File: src/rtl/alu_pkg.sv
// Shared types and helpers for the sequential nibble-serial add/subtract unit.
package alu_pkg;

    localparam int NIBBLE_W = 4;

    typedef enum logic [1:0] {
        IDLE = 2'd0,
        RUN  = 2'd1,
        DONE = 2'd2
    } add_state_t;

    // Minimum bit count able to index 'value' distinct items (at least 1).
    function automatic int clog2(input int value);
        int result;
        result = 0;
        for (int v = value - 1; v > 0; v = v >> 1) begin
            result = result + 1;
        end
        if (result == 0) begin
            result = 1;
        end else begin
            result = result;
        end
        return result;
    endfunction

endpackage

File: src/rtl/alu_seq_adder_nibble_add.sv
// Combinational NIBBLE_W-bit ripple-carry adder used one nibble per cycle by alu_seq_adder.
module nibble_add
    import alu_pkg::*;
(
    input  logic [NIBBLE_W-1:0] a,
    input  logic [NIBBLE_W-1:0] b,
    input  logic                cin,
    output logic [NIBBLE_W-1:0] sum,
    output logic                cout
);

    logic carry_s;

    // Explicit bit-by-bit ripple so the carry chain is visible in the netlist.
    always_comb begin
        sum     = {NIBBLE_W{1'b0}};
        carry_s = cin;
        for (int i = 0; i < NIBBLE_W; i++) begin
            sum[i]  = a[i] ^ b[i] ^ carry_s;
            carry_s = (a[i] & b[i]) | (carry_s & (a[i] ^ b[i]));
        end
        cout = carry_s;
    end

endmodule

File: src/rtl/alu_seq_adder.sv
// Multi-cycle WIDTH-bit add/subtract, one nibble per cycle LSB first, valid/ready on both sides.
// Optional signed-overflow output enabled by defining ALU_SEQ_ADDER_OVF_EN.
module alu_seq_adder
    import alu_pkg::*;
#(
    parameter int WIDTH = 16
)
(
    input  logic             clk,
    input  logic             rst_n,
    input  logic             in_valid,
    output logic             in_ready,
    input  logic [WIDTH-1:0] in_a,
    input  logic [WIDTH-1:0] in_b,
    input  logic             in_sub,
    input  logic             in_cin,
    output logic             out_valid,
    input  logic             out_ready,
    output logic [WIDTH-1:0] out_res,
    output logic             out_cout,
`ifdef ALU_SEQ_ADDER_OVF_EN
    output logic             out_ovf,
`endif
    output logic             out_zero
);

    localparam int N     = WIDTH / NIBBLE_W;
    localparam int CNT_W = clog2(N);
    localparam logic [CNT_W-1:0] CNT_LAST = CNT_W'(N - 1);

    add_state_t         state_r;
    add_state_t         state_s;
    logic [WIDTH-1:0]   a_r;
    logic [WIDTH-1:0]   b_r;
    logic [WIDTH-1:0]   res_r;
    logic               carry_r;
    logic [CNT_W-1:0]   cnt_r;
    logic               in_ready_r;
    logic               out_valid_r;
    logic [WIDTH-1:0]   out_res_r;
    logic               out_cout_r;
    logic               out_zero_r;

    logic [NIBBLE_W-1:0] nib_sum_s;
    logic                nib_cout_s;
    logic [WIDTH-1:0]    res_next_s;
    logic                accept_s;
    logic                step_s;
    logic                last_s;
    logic                release_s;

    nibble_add u_nibble_add (
        .a    (a_r[NIBBLE_W-1:0]),
        .b    (b_r[NIBBLE_W-1:0]),
        .cin  (carry_r),
        .sum  (nib_sum_s),
        .cout (nib_cout_s)
    );

    // Operands shift right each cycle, so the active nibble is always bits [3:0].
    assign res_next_s = {nib_sum_s, res_r[WIDTH-1:NIBBLE_W]};
    assign accept_s   = (state_r == IDLE) && in_valid;
    assign step_s     = (state_r == RUN);
    assign last_s     = step_s && (cnt_r == CNT_LAST);
    assign release_s  = (state_r == DONE) && out_ready;

    // FSM state register.
    always_ff @(posedge clk or negedge rst_n) begin
        if (!rst_n) begin
            state_r <= IDLE;
        end else begin
            state_r <= state_s;
        end
    end

    // FSM next-state decode.
    always_comb begin
        state_s = state_r;
        case (state_r)
            IDLE: begin
                if (accept_s) begin
                    state_s = RUN;
                end else begin
                    state_s = IDLE;
                end
            end
            RUN: begin
                if (last_s) begin
                    state_s = DONE;
                end else begin
                    state_s = RUN;
                end
            end
            DONE: begin
                if (release_s) begin
                    state_s = IDLE;
                end else begin
                    state_s = DONE;
                end
            end
            default: state_s = IDLE;
        endcase
    end

    // Operand capture and nibble-serial datapath.
    always_ff @(posedge clk or negedge rst_n) begin
        if (!rst_n) begin
            a_r     <= {WIDTH{1'b0}};
            b_r     <= {WIDTH{1'b0}};
            res_r   <= {WIDTH{1'b0}};
            carry_r <= 1'b0;
            cnt_r   <= {CNT_W{1'b0}};
        end else if (accept_s) begin
            a_r     <= in_a;
            b_r     <= in_b ^ {WIDTH{in_sub}};
            carry_r <= in_sub ? 1'b1 : in_cin;
            cnt_r   <= {CNT_W{1'b0}};
        end else if (step_s) begin
            a_r     <= a_r >> NIBBLE_W;
            b_r     <= b_r >> NIBBLE_W;
            res_r   <= res_next_s;
            carry_r <= nib_cout_s;
            cnt_r   <= cnt_r + CNT_W'(1);
        end
    end

    // Handshake outputs track the next state so they are registered, not decoded.
    always_ff @(posedge clk or negedge rst_n) begin
        if (!rst_n) begin
            in_ready_r  <= 1'b1;
            out_valid_r <= 1'b0;
        end else begin
            in_ready_r  <= (state_s == IDLE);
            out_valid_r <= (state_s == DONE);
        end
    end

    // Result and flags are loaded once on the final nibble and then held.
    always_ff @(posedge clk or negedge rst_n) begin
        if (!rst_n) begin
            out_res_r  <= {WIDTH{1'b0}};
            out_cout_r <= 1'b0;
            out_zero_r <= 1'b0;
        end else if (last_s) begin
            out_res_r  <= res_next_s;
            out_cout_r <= nib_cout_s;
            out_zero_r <= (res_next_s == {WIDTH{1'b0}});
        end
    end

`ifdef ALU_SEQ_ADDER_OVF_EN
    logic out_ovf_r;

    // Signed overflow: same-sign operands yielding a result of the other sign.
    always_ff @(posedge clk or negedge rst_n) begin
        if (!rst_n) begin
            out_ovf_r <= 1'b0;
        end else if (last_s) begin
            out_ovf_r <= (a_r[NIBBLE_W-1] == b_r[NIBBLE_W-1]) &&
                         (nib_sum_s[NIBBLE_W-1] != a_r[NIBBLE_W-1]);
        end
    end

    assign out_ovf = out_ovf_r;
`endif

    assign in_ready  = in_ready_r;
    assign out_valid = out_valid_r;
    assign out_res   = out_res_r;
    assign out_cout  = out_cout_r;
    assign out_zero  = out_zero_r;

endmodule

File: config.mk
export PLATFORM = sky130hd
export DESIGN_NAME = alu_seq_adder
export DESIGN_NICKNAME = d
export VERILOG_FILES = /design/src/rtl/alu_pkg.sv /design/src/rtl/alu_seq_adder_nibble_add.sv /design/src/rtl/alu_seq_adder.sv
export SDC_FILE = /design/constraint.sdc
export NUM_CORES = 1
export LEC_CHECK = 0
export BUFFER_PORTS_ARGS = -buffer_cell sky130_fd_sc_hd__buf_2
export CAP_MARGIN = 20
export CORE_MARGIN = 2
export CORE_UTILIZATION = 60
export CTS_CLUSTER_DIAMETER = 50
export DETAILED_ROUTE_END_ITERATION = 8
export PLACE_DENSITY = 0.83
export SYNTH_ARGS = -nofsm -noshare
export SYNTH_HDL_FRONTEND = slang
export SYNTH_HIERARCHICAL = 1
export SYNTH_SLANG_ARGS = --single-unit
File: constraint.sdc
create_clock -name clk -period 4.6 [get_ports clk]
set_input_delay 0.69 -clock clk [delete_from_list [all_inputs] [get_ports clk]]
set_output_delay 0.69 -clock clk [all_outputs]
set_load 0.01 [all_outputs]
Word level (Yosys, flattened, before mapping)
Cells that the tools add are included. Widths: inputs -> output; s select.

Add/sub/neg operators: 1. Multipliers: 0. Divide/modulo/power cells: 0. Order comparisons: 0. Equality and inequality tests: 4. Shift operators: 0. Multiplexer cells: 13. Bitwise logic cells: 22. Reductions and logical operators: 8.

Operators with widths (number): $mux 16 (4); $logic_not 16->1 (1); $xor 16x16->16 (1); $and 1x1->1 (8); $mux 2 (4); $xor 1x1->1 (8); $eq 2x2->1 const B (3); $pmux 2 s3 (1); $logic_not 2->1 (2); $mux 1 (4); $or 1x1->1 (4); $logic_and 1x1->1 (3); $add 2x1->2 const B (1); $eq 2x1->1 const B (1); $reduce_and 2->1 (1); $reduce_bool 2->1 (1); $not 1->1 (1).

Flip-flop bits (word level): 73. Latch bits: 0. Bits in writable memories: 0. ROM bits: 0. Output and inout bits: 20. Memories kept: 0.

Longest topological paths before layout
Word-level depth: 11. Gate-level depth with buffers: 11. Depth with buffers taken out: 11.

By module
The synthesis kept the hierarchy.

Modules (own cells, without submodules): alu_seq_adder (instances 1, cells an instance 252, area an instance 3149.3 um2); nibble_add (instances 1, cells an instance 14, area an instance 117.6 um2).

Worst setup path before layout
No wires, ideal clock.

Kind: flip-flop to flip-flop. Start: register a_r[0]. End: register out_zero_r (netlist: out_zero). Library setup time: 127 ps. Arrival: 2109 ps. Slack: 2365 ps. Cell stages (with the launch flop): 12. Path buffers: 0. Clock period less this slack: 2235 ps. Cell sequence: dfrtp_1 -> fa_1 -> inv_1 -> fa_1 -> inv_1 -> fa_1 -> inv_1 -> fa_1 -> inv_1 -> nor4_1 -> nand4_1 -> o21ai_0.

Longest elaborated chain between the ends: 9.

RTL lines: from (decl) (line alu_seq_adder.sv:33) `logic [WIDTH-1:0] a_r;`; from (signal assigned) (line alu_seq_adder.sv:108) `a_r <= {WIDTH{1'b0}};`; from (signal assigned) (line alu_seq_adder.sv:114) `a_r <= in_a;`; from (signal assigned) (line alu_seq_adder.sv:119) `a_r <= a_r >> NIBBLE_W;`; $xor 1x1->1 (line alu_seq_adder_nibble_add.sv:20) `carry_s = (a[i] & b[i]) | (carry_s & (a[i] ^ b[i]));`; $and 1x1->1 (line alu_seq_adder_nibble_add.sv:20); $or 1x1->1 (*) (line alu_seq_adder_nibble_add.sv:20); $and 1x1->1 (*) (line alu_seq_adder_nibble_add.sv:20); $or 1x1->1 (*) (line alu_seq_adder_nibble_add.sv:20); $and 1x1->1 (*) (line alu_seq_adder_nibble_add.sv:20); $or 1x1->1 (*) (line alu_seq_adder_nibble_add.sv:20); $xor 1x1->1 (*) (line alu_seq_adder_nibble_add.sv:19) `sum[i] = a[i] ^ b[i] ^ carry_s;`; via nib_sum_s[3] (line alu_seq_adder.sv:44) `logic [NIBBLE_W-1:0] nib_sum_s;`; $logic_not 16->1 (*) (line alu_seq_adder.sv:147) `out_zero_r <= (res_next_s == {WIDTH{1'b0}});`; to (signal assigned) (line alu_seq_adder.sv:147); to (decl) (line alu_seq_adder.sv:42) `logic out_zero_r;`.

The timed path passes the listed nets; every way through them passes the cells marked *. A chain may end at the register's enable or synchronous reset.

Worst setup path in the final report
Same ends and word-level chain as after synthesis.

==> impl_metrics.yaml <==
timing:
  skew_ps: 4.95
  drv_slew: 0
  setup_violations: 0
  hold_viol_final: 0
  relSlewSlack_pct: 44.3
  fmax_mhz: 409
  min_period_ps: 2450
  fin_setup_tns_ps: 0
  tightest_slew_ps: 834
  whs_ps: 400
  rsz0062_at_grt: "no"
  fin_crit_sh_pct: 53.2
route:
  drt_wl_total_um: 6060
  wl_per_cell_um: 15.4
  drcViolationCount: 0
  drtIter0Drc: 92
  wl_met2_um: 2980
  vias: 2162
  via_per_inst: 5.50
  wl_met3_um: 274
  wl_met1_um: 2700
  first_pass_iters: 5
  top_layer: "met4"
  ant_nets: 0
min_path:
  hold_path_class: "primary input to asynchronous set/reset pin"
critical_path:
  worstPathCellList: "fa_1 > inv_1 > fa_1 > inv_1 > fa_1 > inv_1 > fa_1 > inv_1 > nor4_1 > nand4_1 > o21ai_0"
  critPathMaxFanout: 3
  start_kind: "flop"
  r2r-start: "a_r[0]$_DFFE_PN0P_"
  startpoint: "a_r[0]$_DFFE_PN0P_"
  critical_path_class: "flop to flop"
  crit_slowest_cell: "fa_1"
  slowest_delay_ps: 430
  crit_required_ps: 4790
  arrival_ps: 2640
  worst_setup_path_end_kind: "flop"
finish:
  multi_input_comb_area_um2: 1350
  fillers: 381
  final_common_cell: "dfrtp_1"
  area_delta_synth_final_pct: 12.9
  final_cell_mix: "dfrtp_1, buf_2, a22oi_1"
  diodes: 0
  final_core_util_pct: 71.3
  nets: 362
  register_area_um2: 1730
  drive_gt1_share_pct: 33.1
floorplanning:
  die_area_um2: 6050
  core_um2: 5170
  fp.dieH_um: 77.8
  ios: 58
  start_util_pct: 63.2
  rows: 26
  die_w_um: 77.8
cts:
  post_cts_buffers: 0
  cts_sinks: 69
  cts_buffer_depth: 2
  cts_resized: 0
  cts.clk_slew.worst_paths_ps: 70
  cts_buffers: 9
  cts_hold_buffers: 0
  clock_latency_ps: 330
  htree_levels: 3
  cts_tree: "built"
  root_buffer: "clkbuf_8"
job:
  drv_cap: 0
pwr:
  max-vdd-ir-drop_uv: 348
  p_leak_nw: 1.77
  total_power_w: 0.00264
  p_per_area_nw_per_um2: 715
global_routing:
  grt.total_usage_pct: 22.3
  grt_max_degree: 39
  grt_pass1_wl_um: 10400
  grt_antenna_before_repair: 0
  grt_pass1_vias: 2238
  overflow: 0
place:
  place_congestion: 0.739
  dp_hpwl_um: 4190
  port_buffers: 57
logic_synthesis:
  synth_top_area_share_pct: 52.1
  synth_area_leader_cell: "dfrtp_1"
  synth_top_family_by_area: "compound AO/OA/AOI/OAI gates"
  synth_area_um2: 3270
  yosysSeqAreaShare_pct: 52.9
  syn_area_per_cell_um2: 12.3
  syn_nets: 309
  synth_cell_types: 30
  synth-simple-area-share_pct: 6.20
  ys.flop_type: "dfrtp_1"
  ys_warn_count: 6
  synth_async_sr_flop_share_pct: 100
  synth-xor-area-share_pct: 4.29
  synthMuxAreaShare_pct: 11.8
  synth_compound_area_share_pct: 16.1
  ys_ff_latch: 69
  yosys-top-cells-area: "dfrtp_1, mux2_4, a22oi_1"
  synth_fa_ha_area_share_pct: 2.83
  synthCells: 266
  synth-edff-count: 0
outcome:
  status: "finished, final reports clean"
[layout make-up]
class	instances	share of cell area, %
Clock inverter	2	0.271
Multi-Input combinational cell	165	36.5
Clock buffer	13	4.04
Timing Repair Buffer	62	8.75
Sequential cell	69	46.8
Inverter	12	1.22
Tap cell	70	2.37
[synth_stat cells (2+ instances only)]
library cell / count
a21oi_1: 10
a22o_1: 6
a22oi_1: 28
buf_2: 6
buf_4: 5
buf_6: 6
clkbuf_1: 3
dfrtp_1: 68
fa_1: 4
inv_1: 12
mux2_2: 13
mux2_4: 16
nand2_1: 12
nand2b_1: 2
nor2_1: 5
nor2b_1: 11
nor4_1: 4
o21ai_0: 14
o21ai_1: 9
o22a_1: 8
xnor2_1: 8
xor2_1: 8
[power breakdown]
part	total, W	internal [W]	switching, W
combinational	0.00111	0.000577	0.000533
sequential	0.00112	0.000902	0.000215
clock	0.000411	0.000206	0.000204
total	0.00264	0.00169	0.000953
[critical path: cells and delay by family (launching register included)]
family / cells / cell delay (ps)
fa+ha+maj: 4 / 1350
buf+inv: 4 / 300
flops: 1 / 410
compound gates: 1 / 90
simple gates: 2 / 150
[kinds of logic after synthesis]
group / after synthesis
xor+xnor: 16
simple gates: 37
flops: 69
fa+ha+maj: 5
buf+inv: 32
mux: 29
compound gates: 78
[state kept, by name (all words and copies together) (netlist names), 2 cells and up]
register and count:
a_r 16, b_r 16, out_res 16, res_r 12
cnt_r 2, state_r 2
[stage by stage]
stage | setup WS, ps | cells | cell area [µm²]
after global routing | 2020 | 393 | 3690
final | 2150 | 393 | 3690
after global placement | 2300 | 377 | 3520
after CTS | 2160 | 392 | 3680
after floorplan | 2360 | 266 | 3270
after detailed placement | 2180 | 377 | 3520
[final timing paths]
kind	end	slack, ps	depth (start not counted)
max	out_zero$_DFFE_PN0P_	2150	11
min	out_res[14]$_DFFE_PN0P_	400	1
max reg2reg	out_zero$_DFFE_PN0P_	2150	11
min reg2reg	cnt_r[0]$_DFFE_PN0P_	480	1
max in group asynchronous	in_ready$_DFF_PN1_	3250	2
min in group clk	cnt_r[0]$_DFFE_PN0P_	480	1
[layer usage]
layer	track usage [%]	up-vias
met2	36.1	62
met4	13.6	0
met3	3.84	10
met5	0	-
met1	28.0	1049
li1	-	1041
Power figures use the tool's default switching activity.
